$ cat src/rtl/glyph_pipe_renderer.sv
// Tile-glyph renderer: two-stage pipe from (index, x, y) to one pixel bit read
// from an external glyph ROM, with a vertical active band, blank-for-zero tiles
// and a frame-counted flash (inverted glyph) effect.
module glyph_pipe_renderer #(
  parameter int unsigned IDX_W        = 4,
  parameter int unsigned X_W          = 6,
  parameter int unsigned Y_W          = 6,
  parameter int unsigned ROW_W        = 5,
  parameter int unsigned V_START      = 16,
  parameter int unsigned V_END        = 48,
  parameter int unsigned BLANK_ZERO   = 1,
  parameter int unsigned FLASH_FRAMES = 8,
  parameter int unsigned FLASH_RATE   = 2,
  localparam int unsigned ADDR_W      = IDX_W + ROW_W + X_W - 3
) (
  input  logic              clk,
  input  logic              rst_n,
  input  logic              i_frame_start,
  input  logic              i_flash_start,
  input  logic              i_in_valid,
  input  logic [IDX_W-1:0]  i_index,
  input  logic [X_W-1:0]    i_x,
  input  logic [Y_W-1:0]    i_y,
  output logic [ADDR_W-1:0] o_rom_addr,
  input  logic [7:0]        i_rom_q,
  output logic              o_out_valid,
  output logic              o_pixel,
  output logic              o_flashing
);

  // Phase counter needs at least one bit even when the flash toggles every frame.
  localparam int unsigned PH_W  = (FLASH_RATE == 0) ? 1 : FLASH_RATE;
  localparam int unsigned FC_W  = 8;

  // Sideband carried alongside the ROM lookup.
  typedef struct packed {
    logic       valid;
    logic [2:0] xb;
    logic       active;
    logic       blank;
  } s1_t;

  s1_t               r_s1;
  logic [ADDR_W-1:0] r_rom_addr;
  logic              r_out_valid;
  logic              r_pixel;
  logic [FC_W-1:0]   r_fcnt;
  logic [PH_W-1:0]   r_phase;
  logic              r_flashing;

  logic [ROW_W-1:0]  w_row;
  logic              w_active;
  logic              w_blank;
  logic [FC_W-1:0]   w_fcnt_d;
  logic [PH_W-1:0]   w_phase_d;
  logic [PH_W-1:0]   w_phase_inc;
  logic              w_phase_wrap;
  logic              w_inv;

  // Glyph row is the band-relative row, wrapping modulo the glyph height.
  assign w_row    = ROW_W'(i_y - Y_W'(V_START));
  assign w_active = (32'(i_y) >= V_START) && (32'(i_y) < V_END);
  assign w_blank  = (BLANK_ZERO != 0) && (i_index == '0);

  // Phase stepping and inversion window; with no rate bits every frame wraps.
  generate
    if (FLASH_RATE == 0) begin : g_rate0
      assign w_phase_inc  = '0;
      assign w_phase_wrap = 1'b1;
      assign w_inv        = r_flashing;
    end else begin : g_rate
      assign w_phase_inc  = r_phase + PH_W'(1);
      assign w_phase_wrap = (w_phase_inc == '0);
      assign w_inv        = r_flashing & ~r_phase[PH_W-1];
    end
  endgenerate

  // Next flash counter/phase: a new flash restarts, frames age an active flash.
  always_comb begin
    w_fcnt_d  = r_fcnt;
    w_phase_d = r_phase;
    if (i_flash_start) begin
      w_fcnt_d  = FC_W'(FLASH_FRAMES);
      w_phase_d = '0;
    end else if (i_frame_start && (r_fcnt != '0)) begin
      w_phase_d = w_phase_inc;
      if (w_phase_wrap) begin
        w_fcnt_d = r_fcnt - FC_W'(1);
      end
    end
  end

  // Flash state registers; flashing tracks the counter it is registered with.
  always_ff @(posedge clk) begin
    if (!rst_n) begin
      r_fcnt     <= '0;
      r_phase    <= '0;
      r_flashing <= 1'b0;
    end else begin
      r_fcnt     <= w_fcnt_d;
      r_phase    <= w_phase_d;
      r_flashing <= (w_fcnt_d != '0);
    end
  end

  // Stage 1: issue ROM address and capture sideband; address holds when idle.
  always_ff @(posedge clk) begin
    if (!rst_n) begin
      r_rom_addr <= '0;
      r_s1       <= '0;
    end else begin
      r_s1.valid <= i_in_valid;
      if (i_in_valid) begin
        r_rom_addr  <= {i_index, w_row, i_x[X_W-1:3]};
        r_s1.xb     <= i_x[2:0];
        r_s1.active <= w_active;
        r_s1.blank  <= w_blank;
      end
    end
  end

  // Stage 2: pick the pixel bit from ROM data, apply flash, mask band/blank.
  always_ff @(posedge clk) begin
    if (!rst_n) begin
      r_out_valid <= 1'b0;
      r_pixel     <= 1'b0;
    end else begin
      r_out_valid <= r_s1.valid;
      r_pixel     <= r_s1.valid & r_s1.active & ~r_s1.blank
                     & (i_rom_q[r_s1.xb] ^ w_inv);
    end
  end

  assign o_rom_addr  = r_rom_addr;
  assign o_out_valid = r_out_valid;
  assign o_pixel     = r_pixel;
  assign o_flashing  = r_flashing;

endmodule
$ cat config.mk
export PLATFORM = sky130hd
export DESIGN_NAME = glyph_pipe_renderer
export DESIGN_NICKNAME = d
export VERILOG_FILES = /design/src/rtl/glyph_pipe_renderer.sv
export SDC_FILE = /design/constraint.sdc
export NUM_CORES = 1
export LEC_CHECK = 0
export ABC_AREA = 1
export CAP_MARGIN = 20
export CELL_PAD_IN_SITES_DETAIL_PLACEMENT = 1
export CELL_PAD_IN_SITES_GLOBAL_PLACEMENT = 1
export CORE_MARGIN = 2
export CORE_UTILIZATION = 32
export CTS_CLUSTER_SIZE = 40
export DETAILED_ROUTE_END_ITERATION = 8
export GPL_TIMING_DRIVEN = 0
export PLACE_DENSITY_LB_ADDON = 0.25
export SYNTH_ARGS = -nofsm -noshare
export SYNTH_HDL_FRONTEND = slang
export SYNTH_SLANG_ARGS = --single-unit
$ cat constraint.sdc
create_clock -name clk -period 1.75 [get_ports clk]
set_input_delay 0.2625 -clock clk [delete_from_list [all_inputs] [get_ports clk]]
set_output_delay 0.2625 -clock clk [all_outputs]
set_load 0.02 [all_outputs]
# Word-level counts from Yosys, hierarchy flattened
# Index checks and enable logic that the tools add are counted.
# classes
n_bitwise,8
magnitude_cmp,3
add_sub_neg,3
n_mux,5
reduce_logical,7
# ops
cell,n
$mux 8,3
$reduce_bool 8->1,2
$sub 8x1->8 const B,1
$ge 6x5->1 const B,1
$lt 6x6->1 const B,1
$sub 5x5->5 const B,1
$and 1x1->1,4
$logic_not 4->1,1
$lt 3x4->1 const B,1
$bmux 1 s3,1
$not 1->1,3
$add 2x1->2 const B,1
$logic_and 1x1->1,2
$logic_not 2->1,1
$reduce_or 2->1,1
$mux 1,1
$xor 1x1->1,1
# word_totals
output_inout_bits,15
inputBits,29
elab_cells,36
ff_bits,31

# Longest topological paths before layout
# depth
word_depth,6
mapped_depth,13
depth_no_buf,13

# Worst setup path before layout
# Ideal clock, no wire load.
# synth_timing
kind,reg2reg
start,register r_fcnt[0]
end,"register r_flashing, in the netlist o_flashing"
arrival_time_ps,1346
required_time_ps,1636
setup_ps,114
slack_ps,289
synth_period_minus_slack_ps,1461
stages_incl_launch_ff,11
path_buffers,1
cell_sequence,dfxtp_1 inv_1 ha_1 nand2_1 nor2_4 nor2_4 buf_6 nand2_1 xor2_1 o21ai_1 nand2_1
# synth_between
elab_chain_len,5
elab_cells_between_ends,7
classes_between,1 x add/sub; 3 x mux; 3 x reduce/logical
# synth_rtl
item,line,text
start: declaration,47,logic [FC_W-1:0] r_fcnt;
start signal: assignment,100,r_fcnt <= w_fcnt_d;
$sub 8x1->8 or $reduce_bool 8->1 (tied branches),"88, 85",
$mux 8 or $logic_and 1x1->1 (tied branches),"87, 85",
$mux 8 *,85,end else if (i_frame_start && (r_fcnt != '0)) begin
$mux 8 *,82,if (i_flash_start) begin
$reduce_bool 8->1 *,102,r_flashing <= (w_fcnt_d != '0);
end signal: assignment,102,
end: declaration,49,logic r_flashing;
# Mark *: on every way between the ends. The rest lies on a longest branch, timed or not.
# A chain may end at the register's enable or synchronous reset.

# Worst setup path in the final report
# Ends and elaborated chain as after synthesis.

==> flow_summary.json <==
{
  "outcome": "complete, no violations",
  "vias": 1424,
  "dpl_cell_area_um2": 1910,
  "synth_nets": 241,
  "antenna_found_initial": 0,
  "wl_mm": 3.72,
  "worst_slack_ns": 0.180,
  "cts_buffer_depth": 2,
  "dr.pass1.iters": 4,
  "internal-power_mw": 1.16,
  "p_seq_share_pct": 48.1,
  "yosysTopAreaCellShare_pct": 43.4,
  "p_leak_nw": 0.877,
  "hold_viol": 0,
  "avgSynthCellArea_um2": 6.85,
  "dieArea_um2": 5020,
  "gp_congestion": 0.772,
  "cts-root-buf": "clkbuf_8",
  "end_kind": "flip-flop",
  "crit_chain": "inv_2 > ha_2 > nand2_2 > nor2_4 > nor2_4 > buf_6 > nand2_1 > nand3_1 > nand2_1 > inv_1 > nand2_1 > nand2_1 > nand2_1",
  "grt_max_degree": 11,
  "pre_cts_ws_ns": -0.00292,
  "grt_pass1_wl_mm": 6.35,
  "critPathArrivalTime_ns": 1.74,
  "yosys_register_bits": 31,
  "power.density_nw_per_um2": 783,
  "die_y_um": 70.9,
  "boundaryPins": 44,
  "synth_area_leaders": "dfxtp_1 (43%), nor2_1 (13%), nand2_1 (8.7%)",
  "placedCellCount": 302,
  "tns_ns": 0,
  "crit_fanout": 5,
  "p_sw_share_pct": 27.0,
  "initial_core_util_pct": 33.1,
  "setup_violations": 0,
  "routedWlPerCell_um": 11.9,
  "maxSlewViolCount": 0,
  "port_buffers": 41,
  "peakVddDrop_mv": 0.448,
  "htreeDepth": 2,
  "power_frac_comb_pct": 17.9,
  "die_w_um": 70.9,
  "crit_required_ns": 1.92,
  "overflow": 0,
  "rsz0062_at_grt": "no",
  "clkLatencyLatePin_ns": 0.28,
  "synth.yosys.seq_area_share_pct": 43.4,
  "clock_sinks": 31,
  "num_rows": 24,
  "hpwl_mm": 2.78,
  "cts_tree": "yes",
  "critPathBufInv": 3,
  "final_cell_mix": "nor2_1 (48), clkdlybuf4s50_1 (41), nand2_1 (32)",
  "timing.hold.ws_ns": 0.302,
  "switchingPower_mw": 0.430,
  "fin_nets": 291,
  "synth_top_area_cell": "dfxtp_1",
  "diodes": 0,
  "final_core_util_pct": 47.0,
  "min_path_type": "in -> reg",
  "slowest_stage": "dfxtp_2",
  "worstHoldStart": "rst_n",
  "first_global_vias": 1448,
  "ant_nets": 0,
  "tightestPinTransition_ns": 0.455,
  "yosysWarningCount": 0,
  "reg2reg_from": "r_fcnt[0]",
  "routed_via_density": 4.56,
  "critical-path-top-delay-family": "simple AND/OR/NAND/NOR gates",
  "final_area_um2": 2030,
  "cts_buffers": 5,
  "fin_crit_ns": 1.57,
  "clk_pin_slew_ns": 0.07,
  "finClkSkew_ns": 0.00561,
  "netlist_area_um2": 1430,
  "crit_path_start_kind": "flip-flop",
  "final_common_cell": "nor2_1",
  "crit_path_max_incr_delay_ns": 0.35,
  "track_usage_pct": 15.8,
  "maxCapViolCount": 0,
  "core_area_um2": 4320,
  "synth.distinct_cells": 23,
  "relSlewSlack_pct": 69.6,
  "period_share_pct": 89.7,
  "critical_path.most_common_cell": "nand2_1",
  "cts_hold_buf": 0,
  "p_clk_share_pct": 34.1,
  "stdcell_count": 312,
  "crit_type": "reg -> reg",
  "syn_to_final_growth_pct": 42.1,
  "timing.fmax_mhz": 637,
  "drive_gt1_share_pct": 10.8,
  "drtIter0Drc": 45,
  "drc": 0,
  "p_total_mw": 1.59,
  "synth_cells": 209,
  "crit_path_start": "r_fcnt[0]"
}
[cell families (layout without fill, tap and decap cells)]
group	count (synthesis)	after routing	synth area share, %
fa+ha+maj	3	3	2.62
simple gates	101	101	29.5
buf+inv	35	86	9.79
flops	31	31	43.4
xor+xnor	4	4	2.45
compound gates	35	35	12.2
[Yosys cell counts]
master,number
a21oi_1,8
buf_2,1
buf_6,1
clkbuf_1,4
clkinv_1,2
dfxtp_1,31
ha_1,3
inv_1,26
inv_2,1
nand2_1,33
nand2_2,1
nand3_1,11
nand3b_1,1
nand4_1,1
nor2_1,49
nor2_2,1
nor2_4,2
nor3_1,1
o21ai_0,24
o21ai_1,3
or2_2,1
xnor2_1,2
xor2_1,2
[state kept, by name, indices dropped and copies added, names as in the netlist]
signal       flops
r_s1             6
o_out_valid      1
o_rom_addr      12
r_fcnt           8
o_pixel          1
r_phase          2
o_flashing       1
[worst register-to-register path, stage by stage (launching register included)]
cell     delay, ns
dfxtp_2       0.35
inv_2         0.06
ha_2          0.18
nand2_2       0.10
nor2_4        0.05
nor2_4        0.16
buf_6         0.14
nand2_1       0.05
nand3_1       0.10
nand2_1       0.06
inv_1         0.05
nand2_1       0.04
nand2_1       0.08
nand2_1       0.06
[timing repair]
item,CTS,global route
resized for setup,0,12
buffers inserted,0,1
endpoints found under the setup margin,0,1
hold endpoints to repair,0,0
[metal layers]
layer | track usage (%) | share of wire, % | vias up
li1 | - | - | 746
met1 | 19.6 | 46 | 644
met2 | 25.1 | 47 | 32
met3 | 5.70 | 6.0 | 2
met4 | 6.08 | 0.78 | 0
met5 | 0 | 0 | -
[power by group through the flow]
stage          logic [mW]  registers, mW  clock network (mW)
4_1_cts             0.282          0.764               0.561
6_report            0.285          0.766               0.543
5_1_grt             0.319          0.770               0.595
3_5_place_dp        0.281          0.779                   0
2_1_floorplan       0.118          0.803                   0
3_3_place_gp        0.279          0.778                   0
[area by class of cell]
class,instances,area [um^2]
plain buffers,6,31.3
clock buffers,6,72.6
clock inverters,2,12.5
fillers,560,2290
inverters,29,109
multi-input cells,143,696
flip-flops and latches,31,626
well taps,52,65.1
repair buffers,43,423
[final timing paths]
path / end / slack, ns / cells past startpoint
hold / removal: o_rom_addr[0] / 0.30 / 3
setup reg to reg: o_flashing / 0.18 / 13
hold reg to reg: o_out_valid / 0.43 / 2
setup / recovery: o_flashing / 0.18 / 13
Power figures use the tool's default switching activity.
